[src/rtl/led_pkg.sv]
// Shared state encoding, default WS281x timing constants and counter-width helper
// for the LED frame sender.
package led_pkg;

  localparam int unsigned DEF_NBITS  = 120;
  localparam int unsigned DEF_T0H    = 40;
  localparam int unsigned DEF_T1H    = 80;
  localparam int unsigned DEF_TBIT   = 125;
  localparam int unsigned DEF_TLATCH = 5000;

  typedef enum logic [1:0] {
    IDLE  = 2'b00,
    SEND  = 2'b01,
    LATCH = 2'b10
  } ledState_t;

  // Width of a counter holding 0..numStates-1; never narrower than one bit.
  function automatic int unsigned cntWidth(input int unsigned numStates);
    return (numStates > 1) ? $clog2(numStates) : 1;
  endfunction

endpackage

[src/rtl/ws_bit_timer.sv]
// Per-bit NRZ waveform generator: counts the bit period and drives the registered
// high/low pulse for the bit selected by bit_val.
module ws_bit_timer
  import led_pkg::*;
#(
  parameter int unsigned TBIT = DEF_TBIT,
  parameter int unsigned T0H  = DEF_T0H,
  parameter int unsigned T1H  = DEF_T1H
) (
  input  logic clk,
  input  logic reset,
  input  logic start,
  input  logic run,
  input  logic bit_val,
  output logic pulse,
  output logic bit_end
);

  localparam int unsigned CW = cntWidth(TBIT);
  localparam int unsigned HW = CW + 1;

  logic [CW-1:0] cnt;
  logic [CW-1:0] cntNext;
  logic [HW-1:0] highTime;

  assign bit_end = (cnt == CW'(TBIT - 1));

  // bit_val describes the bit that owns the next cycle, so the pulse flop
  // is loaded with the level that cycle must show.
  always_comb begin
    cntNext  = '0;
    highTime = bit_val ? HW'(T1H) : HW'(T0H);
    if (start) begin
      cntNext = '0;
    end else if (run) begin
      cntNext = bit_end ? '0 : cnt + CW'(1);
    end
  end

  always_ff @(posedge clk) begin
    if (reset) begin
      cnt   <= '0;
      pulse <= 1'b0;
    end else begin
      cnt   <= cntNext;
      pulse <= (start || run) && ({1'b0, cntNext} < highTime);
    end
  end

endmodule

[src/rtl/led_frame_sender.sv]
// Serialises an NBITS frame onto a WS281x-style LED strip data line, then holds
// the line low for the latch period before accepting another frame.
module led_frame_sender
  import led_pkg::*;
#(
  parameter int unsigned NBITS  = DEF_NBITS,
  parameter int unsigned T0H    = DEF_T0H,
  parameter int unsigned T1H    = DEF_T1H,
  parameter int unsigned TBIT   = DEF_TBIT,
  parameter int unsigned TLATCH = DEF_TLATCH
) (
  input  logic             clk,
  input  logic             reset,
  input  logic             go,
  input  logic [NBITS-1:0] frame,
  output logic             ready,
  output logic             dout,
  output logic             done
);

  localparam int unsigned IW = cntWidth(NBITS);
  localparam int unsigned LW = cntWidth(TLATCH);

  ledState_t        state;
  ledState_t        stateNext;
  logic [NBITS-1:0] shiftReg;
  logic [IW-1:0]    bitIdx;
  logic [LW-1:0]    latchCnt;
  logic [LW-1:0]    latchCntNext;
  logic             accept;
  logic             lastBitEnd;
  logic             latchEnd;
  logic             timerRun;
  logic             bitVal;
  logic             bitEnd;

  always_ff @(posedge clk) begin
    if (reset) begin
      state <= IDLE;
    end else begin
      state <= stateNext;
    end
  end

  always_comb begin
    stateNext  = state;
    accept     = 1'b0;
    lastBitEnd = 1'b0;
    latchEnd   = 1'b0;
    case (state)
      IDLE: begin
        if (go) begin
          accept    = 1'b1;
          stateNext = SEND;
        end
      end
      SEND: begin
        if (bitEnd && (bitIdx == IW'(NBITS - 1))) begin
          lastBitEnd = 1'b1;
          stateNext  = LATCH;
        end
      end
      LATCH: begin
        if (latchCnt == LW'(TLATCH - 1)) begin
          latchEnd  = 1'b1;
          stateNext = IDLE;
        end
      end
      default: stateNext = IDLE;
    endcase
    latchCntNext = ((state == LATCH) && !latchEnd) ? latchCnt + LW'(1) : '0;
    timerRun     = (state == SEND) && !lastBitEnd;
    // Next cycle's bit: new frame MSB on accept, else the bit after a shift.
    bitVal = accept ? frame[NBITS-1] : (bitEnd ? shiftReg[NBITS-2] : shiftReg[NBITS-1]);
  end

  always_ff @(posedge clk) begin
    if (reset) begin
      shiftReg <= '0;
      bitIdx   <= '0;
      latchCnt <= '0;
      done     <= 1'b0;
      ready    <= 1'b1;
    end else begin
      latchCnt <= latchCntNext;
      ready    <= (stateNext == IDLE);
      done     <= (stateNext == LATCH) && (latchCntNext == LW'(TLATCH - 1));
      if (accept) begin
        shiftReg <= frame;
        bitIdx   <= '0;
      end else if ((state == SEND) && bitEnd) begin
        shiftReg <= shiftReg << 1;
        bitIdx   <= lastBitEnd ? '0 : bitIdx + IW'(1);
      end
    end
  end

  ws_bit_timer #(
    .TBIT (TBIT),
    .T0H  (T0H),
    .T1H  (T1H)
  ) u_bitTimer (
    .clk     (clk),
    .reset   (reset),
    .start   (accept),
    .run     (timerRun),
    .bit_val (bitVal),
    .pulse   (dout),
    .bit_end (bitEnd)
  );

endmodule

[config.mk]
export PLATFORM = sky130hd
export DESIGN_NAME = led_frame_sender
export DESIGN_NICKNAME = d
export VERILOG_FILES = /design/src/rtl/led_pkg.sv /design/src/rtl/ws_bit_timer.sv /design/src/rtl/led_frame_sender.sv
export SDC_FILE = /design/constraint.sdc
export NUM_CORES = 1
export LEC_CHECK = 0
export CAP_MARGIN = 20
export CORE_UTILIZATION = 50
export CTS_CLUSTER_DIAMETER = 80
export DETAILED_ROUTE_END_ITERATION = 10
export PLACE_DENSITY = 0.79
export REMOVE_ABC_BUFFERS = 1
export SLEW_MARGIN = 20
export SYNTH_ARGS = -nofsm -noshare
export SYNTH_HDL_FRONTEND = slang
export SYNTH_SLANG_ARGS = --single-unit
[constraint.sdc]
create_clock -name clk -period 2.7 [get_ports clk]
set_input_delay 0.405 -clock clk [delete_from_list [all_inputs] [get_ports clk]]
set_output_delay 0.405 -clock clk [all_outputs]
set_load 0.005 [all_outputs]
**After elaboration in Yosys (flattened, before gate mapping)**

Index checks and enable logic that the tools add are counted.

- Input port bits: 123
- Logic and storage cells: 52
- Register bits: 152
- Output and inout port bits: 3

- Equality and inequality tests: 7
- Order comparisons: 1
- Multiplexer cells: 20
- $add $sub $neg: 3
- Reduce and logical (&&, ||, !) cells: 13

Operator list:

| operator | number |
|---|---|
| 120-bit 2-to-1 mux | 2 |
| 7-bit 2-to-1 mux | 5 |
| 13-bit == test, second input constant | 2 |
| 7-bit by 1-bit adder with 7-bit output, second input constant | 2 |
| 7-bit == test, second input constant | 2 |
| 13-bit by 1-bit adder with 13-bit output, second input constant | 1 |
| 13-bit 2-to-1 mux | 1 |
| 7-bit by 8-bit less-than comparator with 1-bit output | 1 |
| 1-bit 2-to-1 mux | 8 |
| 1-bit logical AND | 6 |
| 2-bit 2-to-1 mux | 3 |
| 2-bit one-hot mux with 3 select lines | 1 |
| 2-bit == test, second input constant | 2 |
| 2-bit logical NOT | 2 |
| 2-bit by 1-bit == test with 1-bit output, second input constant | 1 |
| 1-bit logical NOT | 2 |
| 2-bit nonzero test | 1 |
| 2-bit OR reduction | 1 |
| 1-bit logical OR | 1 |

**Logic depth before layout (Yosys ltp)**

Gate-level depths: netlist of run 1.

- Depth after elaboration: 10
- Gate-level depth with buffers: 10
- Depth with buffers taken out: 10

**By module**

Synthesis of run 1 repeated with hierarchy kept, for this count alone.

- Cells, all modules: 712
- Area, all modules: 6248.5 um^2

By module, submodules not included:

| module | instances | cells an instance | sequential area each (um^2) | area an instance (um^2) |
|---|---|---|---|---|
| led_frame_sender | 1 | 662 | 2882.8 | 5759.3 |
| ws_bit_timer | 1 | 50 | 160.2 | 489.2 |

**Worst setup path after synthesis of run 1**

No wires, ideal clock.

- Kind: in2reg
- From: in go
- To: reg u_bitTimer.pulse
- Path buffers: 1
- Arrival time: 1.880 ns
- Required time: 2.640 ns
- Path slack: 0.761 ns
- Library setup time: 0.060 ns
- Stages on the path: 8
- Cells stage by stage: or3b_2 -> buf_2 -> nor2_1 -> a31oi_1 -> ha_1 -> a21o_1 -> a21oi_1 -> and3_1

- Cells in the longest elaborated chain, start to end: 6
- Elaborated cells on any way between the ends: 8
- Those cells by class: 1 x order compare; 5 x mux; 2 x reduce/logical

Ends and longest elaborated chain:

| what | RTL line | source |
|---|---|---|
| start: declaration | led_frame_sender.sv:14 | `input logic go,` |
| 1-bit 2-to-1 mux * | led_frame_sender.sv:52 | `if (go) begin` |
| 1-bit 2-to-1 mux * | led_frame_sender.sv:50 | `case (state)` |
| 1-bit 2-to-1 mux | led_frame_sender.sv:74 | `bitVal = accept ? frame[NBITS-1] : (bitEnd ? shiftReg[NBITS-2] : shiftReg[NBITS-1]);` |
| 7-bit 2-to-1 mux | ws_bit_timer.sv:32 | `highTime = bit_val ? HW'(T1H) : HW'(T0H);` |
| 7-bit by 8-bit less-than comparator with 1-bit output | ws_bit_timer.sv:46 | `pulse <= (start \|\| run) && ({1'b0, cntNext} < highTime);` |
| 1-bit logical AND * | ws_bit_timer.sv:46 |  |
| end signal: assignment | ws_bit_timer.sv:46 |  |
| end: declaration | ws_bit_timer.sv:15 | `output logic pulse,` |

Every way passes the cells marked *; elsewhere a longest branch is shown, timed or not.
A chain may end at the register's enable or synchronous reset.

**Worst setup path after layout of run 1**

- From: reg u_bitTimer.cnt[0]
- To: reg u_bitTimer.pulse

- Cells in the longest elaborated chain, start to end: 10
- Elaborated cells on any way between the ends: 16
- Those cells by class: 1 x add/sub; 1 x order compare; 1 x eq/ne; 8 x mux; 5 x reduce/logical

Ends and longest elaborated chain:

| what | RTL line | source |
|---|---|---|
| start: declaration | ws_bit_timer.sv:22 | `logic [CW-1:0] cnt;` |
| start signal: assignment | ws_bit_timer.sv:45 | `cnt <= cntNext;` |
| branches (longest 6 deep; another with 7-bit by 1-bit adder with 7-bit output) | -- |  |
| 7-bit 2-to-1 mux * | ws_bit_timer.sv:35 | `end else if (run) begin` |
| 7-bit 2-to-1 mux * | ws_bit_timer.sv:33 | `if (start) begin` |
| net u_bitTimer.cntNext[5] | ws_bit_timer.sv:23 | `logic [CW-1:0] cntNext;` |
| 7-bit by 8-bit less-than comparator with 1-bit output * | ws_bit_timer.sv:46 |  |
| 1-bit logical AND * | ws_bit_timer.sv:46 |  |

Mark *: on every way through the listed nets, which the timed path passes.

==> flow_metrics.env, run 1 <==
export IMPL_reg2reg_from="u_bitTimer.cnt[0]$_SDFF_PP0_"
export IMPL_synth_top_cell_by_area="dfxtp_1"
export IMPL_netlist_area_um2=6670
export IMPL_ant_nets=0
export IMPL_finClkSkew_ns=0.00506
export IMPL_clk_pin_slew_ns=0.06
export IMPL_postCtsSetupRepairBufs=0
export IMPL_vias_per_cell=5.49
export IMPL_multi_input_area_um2=3280
export IMPL_gp_congestion=0.828
export IMPL_grt_overflow=0
export IMPL_rsz0062_at_grt="false"
export IMPL_seq_area_frac_synth_pct=45.6
export IMPL_dieArea_um2=13800
export IMPL_hold_path_class="in2reg"
export IMPL_clk_latency_ns=0.41
export IMPL_fill_cells=1094
export IMPL_drc=0
export IMPL_layout_drive_gt1_share_pct=5.70
export IMPL_die_height_um=118
export IMPL_coreArea_um2=12800
export IMPL_regArea_um2=3040
export IMPL_ctsHoldBuffers=0
export IMPL_synth_compound_area_share_pct=17.5
export IMPL_ys_ff_latch=152
export IMPL_cts_tree="built"
export IMPL_leakagePower_nw=3.06
export IMPL_status="finished clean"
export IMPL_synth_mux_area_share_pct=0
export IMPL_setup_viol=0
export IMPL_vias=6146
export IMPL_cp_data_required_time_ns=3.06
export IMPL_htree_num_levels=4
export IMPL_yosysWarnings=0
export IMPL_n_antenna_cell=0
export IMPL_max_cap_viol_count=0
export IMPL_cp_start_kind="flop"
export IMPL_hold_worst_slack_ns=0.267
export IMPL_ys_flop_type="dfxtp_1"
export IMPL_place_detailed_hpwl_mm=9.58
export IMPL_cts_resized=0
export IMPL_wire_per_inst_um=14.0
export IMPL_fin_nets=1065
export IMPL_ir_drop_mv=0.401
export IMPL_power_total_mw=5.74
export IMPL_synth_edf_count=0
export IMPL_syn_area_per_cell_um2=7.84
export IMPL_synth_simple_area_share_pct=27.4
export IMPL_cts_buffers=17
export IMPL_cp_max_fo=6
export IMPL_synth_cell_types=39
export IMPL_io_buffers=125
export IMPL_cp_end_kind="flop"
export IMPL_num_rows=41
export IMPL_wirelength_mm=15.7
export IMPL_synth_xor_area_share_pct=2.76
export IMPL_synthAdderAreaFrac_pct=1.31
export IMPL_cts_sinks=152
export IMPL_grt_pass1_wl_mm=26.8
export IMPL_arrival_ns=2.50
export IMPL_utilization_pct=67.3
export IMPL_drt_iter0_drc=510
export IMPL_crit_start="u_bitTimer.cnt[0]$_SDFF_PP0_"
export IMPL_rr_worst_depth=9
export IMPL_synth_top_cell_area_share_pct=45.6
export IMPL_holdPathStages=2
export IMPL_endpoint="u_bitTimer.pulse$_SDFF_PP0_"
export IMPL_grt_use_total_pct=23.5
export IMPL_ys_top_cells_by_count="nand2_1 (248), nor2_1 (154), dfxtp_1 (152)"
export IMPL_r2r_end="u_bitTimer.pulse$_SDFF_PP0_"
export IMPL_pin_count=126
export IMPL_worstSetupPathType="reg2reg"
export IMPL_clockBufferDepth=2
export IMPL_root_buffer="clkbuf_16"
export IMPL_rrSetupSlack_ns=0.56
export IMPL_start_util_pct=52.0
export IMPL_async_reset_ff_share_pct=0
export IMPL_tightest_slew_ns=0.954
export IMPL_fp_dieW_um=118
export IMPL_synth_top_family_by_area="simple AND/OR/NAND/NOR gates"
export IMPL_synthCells=851
export IMPL_grt_max_degree=116
export IMPL_netlist_top_cells_area="dfxtp_1 (46%), a311oi_1 (16%), nand2_1 (14%)"
export IMPL_hold_viol=0
export IMPL_fmax_ghz=0.467
export IMPL_first_pass_iters=4
export IMPL_drv_slew=0
export IMPL_syn_to_final_growth_pct=29.3
export IMPL_relSlewSlack_pct=36.4
export IMPL_antenna_found_initial=0
export IMPL_p_per_area_nw_per_um2=665
export IMPL_layout_min_cycle_time_ns=2.14
export IMPL_grt_pass1_vias=5875
export IMPL_synth_most_common_cell="nand2_1"
export IMPL_post_route_period_util_pct=79.3
placed cells by master, fill, tap and decap left out, types with 2 or more instances in the layout:
cell             synthesis  final
ha_1                     7      7
buf_4                    5     11
xor2_1                  13     13
nor2_1                 154    154
nand3_1                 12     12
nor3b_1                  2      2
and3b_1                  2      2
buf_12                   0      3
clkbuf_8                 0      2
nor4_1                   2      2
a21o_1                   2      2
xnor2_1                  8      8
or3b_2                   3      2
bufinv_16                0      6
clkinvlp_4               0      2
and4_1                   3      3
nor3_1                   5      4
nor3_2                   1      2
inv_1                    8      8
o22ai_1                  2      2
clkdlybuf4s50_1          0    124
dfxtp_1                152    152
nand2b_1                 3      3
clkbuf_16                0     17
a311oi_1               119    119
and3_1                   5      5
a21oi_1                  7      7
o21ai_0                  2      2
nand2_1                248    247
nand4_1                  7      7
clkinv_2                 0      4
state kept, by name, indices dropped and copies added, names as in the netlist:
register,count
shiftReg,120
bitIdx,7
u_bitTimer.pulse,1
state,2
u_bitTimer.cnt,7
latchCnt,13
done,1
ready,1
kinds of logic after synthesis:
logic type               count (synthesis)
flip-flops                             152
AND/OR/NAND/NOR                        452
XOR/XNOR                                21
AO/OA/AOI/OAI                          138
buffers and inverters                   81
adder cells (fa/ha/maj)                  7
per-stage QoR:
stage / setup WS (ns) / area, um2 / TNS (ns) / cells
finish: 0.558 / 8630 / 0 / 1120
global route: 0.393 / 8630 / 0 / 1120
CTS: 0.540 / 8630 / 0 / 1120
detailed placement: 0.327 / 7960 / 0 / 1088
global placement: 0.382 / 7960 / 0 / 1088
floorplan: -5.07 / 6340 / -603.40 / 778
worst max-delay path: stages, from the launching register on:
cell	delay [ns]
dfxtp_1	0.34
inv_1	0.07
ha_1	0.17
nand2_1	0.11
o21ai_0	0.48
nor2_1	0.14
ha_1	0.33
a21o_1	0.18
a21oi_1	0.13
and3_1	0.15
per-layer routing:
layer	share of wire, %	routed length [um]	global-route usage, %
met1	45	7080	29.4
met2	48	7540	37.9
met3	5.2	810	6.73
met4	1.6	248	9.46
met5	0	0	0
cell type report:
cell class / instances / share of cell area, %
well taps: 172 / 2.49
inverters: 8 / 0.348
multi-input cells: 618 / 38.0
repair buffers: 138 / 16.0
flip-flops and latches: 152 / 35.3
clock buffers: 19 / 5.25
clock inverters: 13 / 2.59
where the power goes:
part | leakage, nW | total (mW) | internal [mW] | switching, mW
Combinational | 1.48 | 0.562 | 0.301 | 0.261
Clock | 0.329 | 2.69 | 1.78 | 0.914
Sequential | 1.25 | 2.49 | 2.41 | 0.0838
Total | 3.06 | 5.74 | 4.49 | 1.26
how the worst min path moves through the flow:
stage	end	start	slack, ns
after floorplan	latchCnt[0]$_SDFF_PP0_	latchCnt[0]$_SDFF_PP0_	0.44
after global placement	latchCnt[0]$_SDFF_PP0_	latchCnt[0]$_SDFF_PP0_	0.46
after detailed placement	latchCnt[0]$_SDFF_PP0_	latchCnt[0]$_SDFF_PP0_	0.46
after CTS	shiftReg[106]$_SDFFE_PP0P_	reset	0.25
after global routing	shiftReg[108]$_SDFFE_PP0P_	reset	0.26
final	shiftReg[106]$_SDFFE_PP0P_	reset	0.27
Note: power is estimated with default switching activity, not from simulation.
==> run 2: changes to the inputs <==
Settings changed: CORE_UTILIZATION 50 to 47, PLACE_DENSITY 0.79 to 0.78.
Clock period 2.7 ns to 1.9 ns, I/O delays scaled along.
==> flow_metrics.env, run 2 (same netlist as run 1, synthesis figures left out) <==
export IMPL_endpoint="u_bitTimer.pulse$_SDFF_PP0_"
export IMPL_start_util_pct=48.1
export IMPL_grt_pass1_vias=5360
export IMPL_relSlewSlack_pct=56.4
export IMPL_fin_nets=1085
export IMPL_arrival_ns=2.22
export IMPL_final_common_cell="nand2_1"
export IMPL_drv_slew=0
export IMPL_crit_start="state[1]$_SDFF_PP0_"
export IMPL_htree_num_levels=4
export IMPL_grt_overflow=0
export IMPL_layout_min_cycle_time_ns=1.85
export IMPL_cp_data_required_time_ns=2.27
export IMPL_grt_use_total_pct=21.3
export IMPL_hold_path_class="in2reg"
export IMPL_wire_per_inst_um=13.7
export IMPL_vias=6206
export IMPL_drc=0
export IMPL_ant_nets=0
export IMPL_clk_latency_ns=0.42
export IMPL_antenna_found_initial=0
export IMPL_layout_drive_gt1_share_pct=8.99
export IMPL_status="finished clean"
export IMPL_syn_to_final_growth_pct=34.6
export IMPL_reg2reg_from="state[1]$_SDFF_PP0_"
export IMPL_fp_dieW_um=121
export IMPL_clk_pin_slew_ns=0.06
export IMPL_post_route_period_util_pct=97.5
export IMPL_hold_worst_slack_ns=0.320
export IMPL_wirelength_mm=15.8
export IMPL_dp_cells=1114
export IMPL_postCtsSetupRepairBufs=0
export IMPL_finClkSkew_ns=0.00416
export IMPL_max_stage_delay_ns=0.40
export IMPL_largest_reg_flops=120
export IMPL_pre_cts_slack_ns=-0.304
export IMPL_worstSetupPathType="reg2reg"
export IMPL_die_height_um=121
export IMPL_root_buffer="clkbuf_16"
export IMPL_cp_max_fo=6
export IMPL_gp_congestion=0.852
export IMPL_setup_viol=0
export IMPL_rr_worst_depth=7
export IMPL_pin_count=126
export IMPL_max_cap_viol_count=0
export IMPL_hold_viol=0
export IMPL_p_per_area_nw_per_um2=894
export IMPL_leakagePower_nw=3.22
export IMPL_drt_iter0_drc=611
export IMPL_instances_no_fill=1148
export IMPL_fmax_ghz=0.540
export IMPL_clockBufferDepth=2
export IMPL_dieArea_um2=14700
export IMPL_first_pass_iters=5
export IMPL_n_antenna_cell=0
export IMPL_cts_tree="built"
export IMPL_power_total_mw=8.03
export IMPL_layout_common_cells="nand2_1 (246), nor2_1 (154), dfxtp_1 (149), clkdlybuf4s50_1 (124), a311oi_1 (110)"
export IMPL_rrSetupSlack_ns=0.05
export IMPL_coreArea_um2=13900
export IMPL_regMostFlops="shiftReg"
export IMPL_worstPathCellList="or3b_4, nor2_1, a31oi_2, ha_1, a21o_1, a21oi_1, and3_1"
export IMPL_ir_drop_mv=0.644
export IMPL_tightest_slew_ns=0.655
export IMPL_utilization_pct=64.7
export IMPL_vias_per_cell=5.41
export IMPL_io_buffers=125
export IMPL_crit_slowest_cell="or3b_4"
export IMPL_cts_buffers=17
export IMPL_largestRegisters="shiftReg: 120 flops, latchCnt: 13 flops"
export IMPL_cts_sinks=152
export IMPL_r2r_end="u_bitTimer.pulse$_SDFF_PP0_"
export IMPL_place_detailed_hpwl_mm=9.39
export IMPL_num_rows=43
export IMPL_grt_pass1_wl_mm=25.1
export IMPL_cp_end_kind="flop"
export IMPL_cp_start_kind="flop"
export IMPL_grt_max_degree=139
export IMPL_setup_slack_ns=0.0480
==> run 2: power by group <==
group / switching (mW) / internal, mW
Combinational: 0.385 / 0.452
Sequential: 0.113 / 3.42
Clock: 1.29 / 2.37
==> run 2: what timing repair did <==
action	CTS	global route
gates resized for setup	0	22
setup endpoints to repair	0	97
hold buffers	0	0
==> run 2: how the worst min path moves through the flow <==
stage / endpoint / cells after the start / slack (ns) / from
floorplan: shiftReg[0]$_SDFFE_PP0P_ / 1 / 0.35 / reset
global placement: shiftReg[100]$_SDFFE_PP0P_ / 2 / 0.46 / shiftReg[99]$_SDFFE_PP0P_
detailed placement: shiftReg[0]$_SDFFE_PP0P_ / 2 / 0.47 / shiftReg[0]$_SDFFE_PP0P_
CTS: latchCnt[5]$_SDFF_PP0_ / 4 / 0.38 / reset
global route: latchCnt[5]$_SDFF_PP0_ / 4 / 0.33 / reset
finish: latchCnt[5]$_SDFF_PP0_ / 4 / 0.32 / reset
==> run 2: worst max-delay path, delay by kind of cell (launching register included) <==
family,cells,cell delay [ns]
and+or+nand+nor,3,0.73
AOI/OAI and AO/OA,3,0.38
DFF,1,0.35
adders and majority gates,1,0.33
==> run 2: metrics by stage <==
stage,cell area [um2],TNS [ns]
2_1_floorplan,6340,-707.79
3_3_place_gp,8190,-4.84
3_5_place_dp,8190,-7.09
4_1_cts,8830,0
5_1_grt,8990,-0.0483
6_report,8990,0
==> run 2: layout make-up <==
type | instances | area, um2
Multi-Input combinational cell | 618 | 3370
Timing Repair Buffer | 158 | 1670
Tap cell | 180 | 225
Inverter | 8 | 30.0
Fill cell | 1197 | 4890
Clock buffer | 25 | 505
Clock inverter | 7 | 138
Sequential cell | 152 | 3050
==> run 2: layer usage <==
layer	routed length [um]	up-vias	GRT usage, %
met1	7380	2888	28.0
met4	276	0	8.41
li1	-	3158	-
met5	0	-	0
met3	928	21	6.81
met2	7190	139	32.1
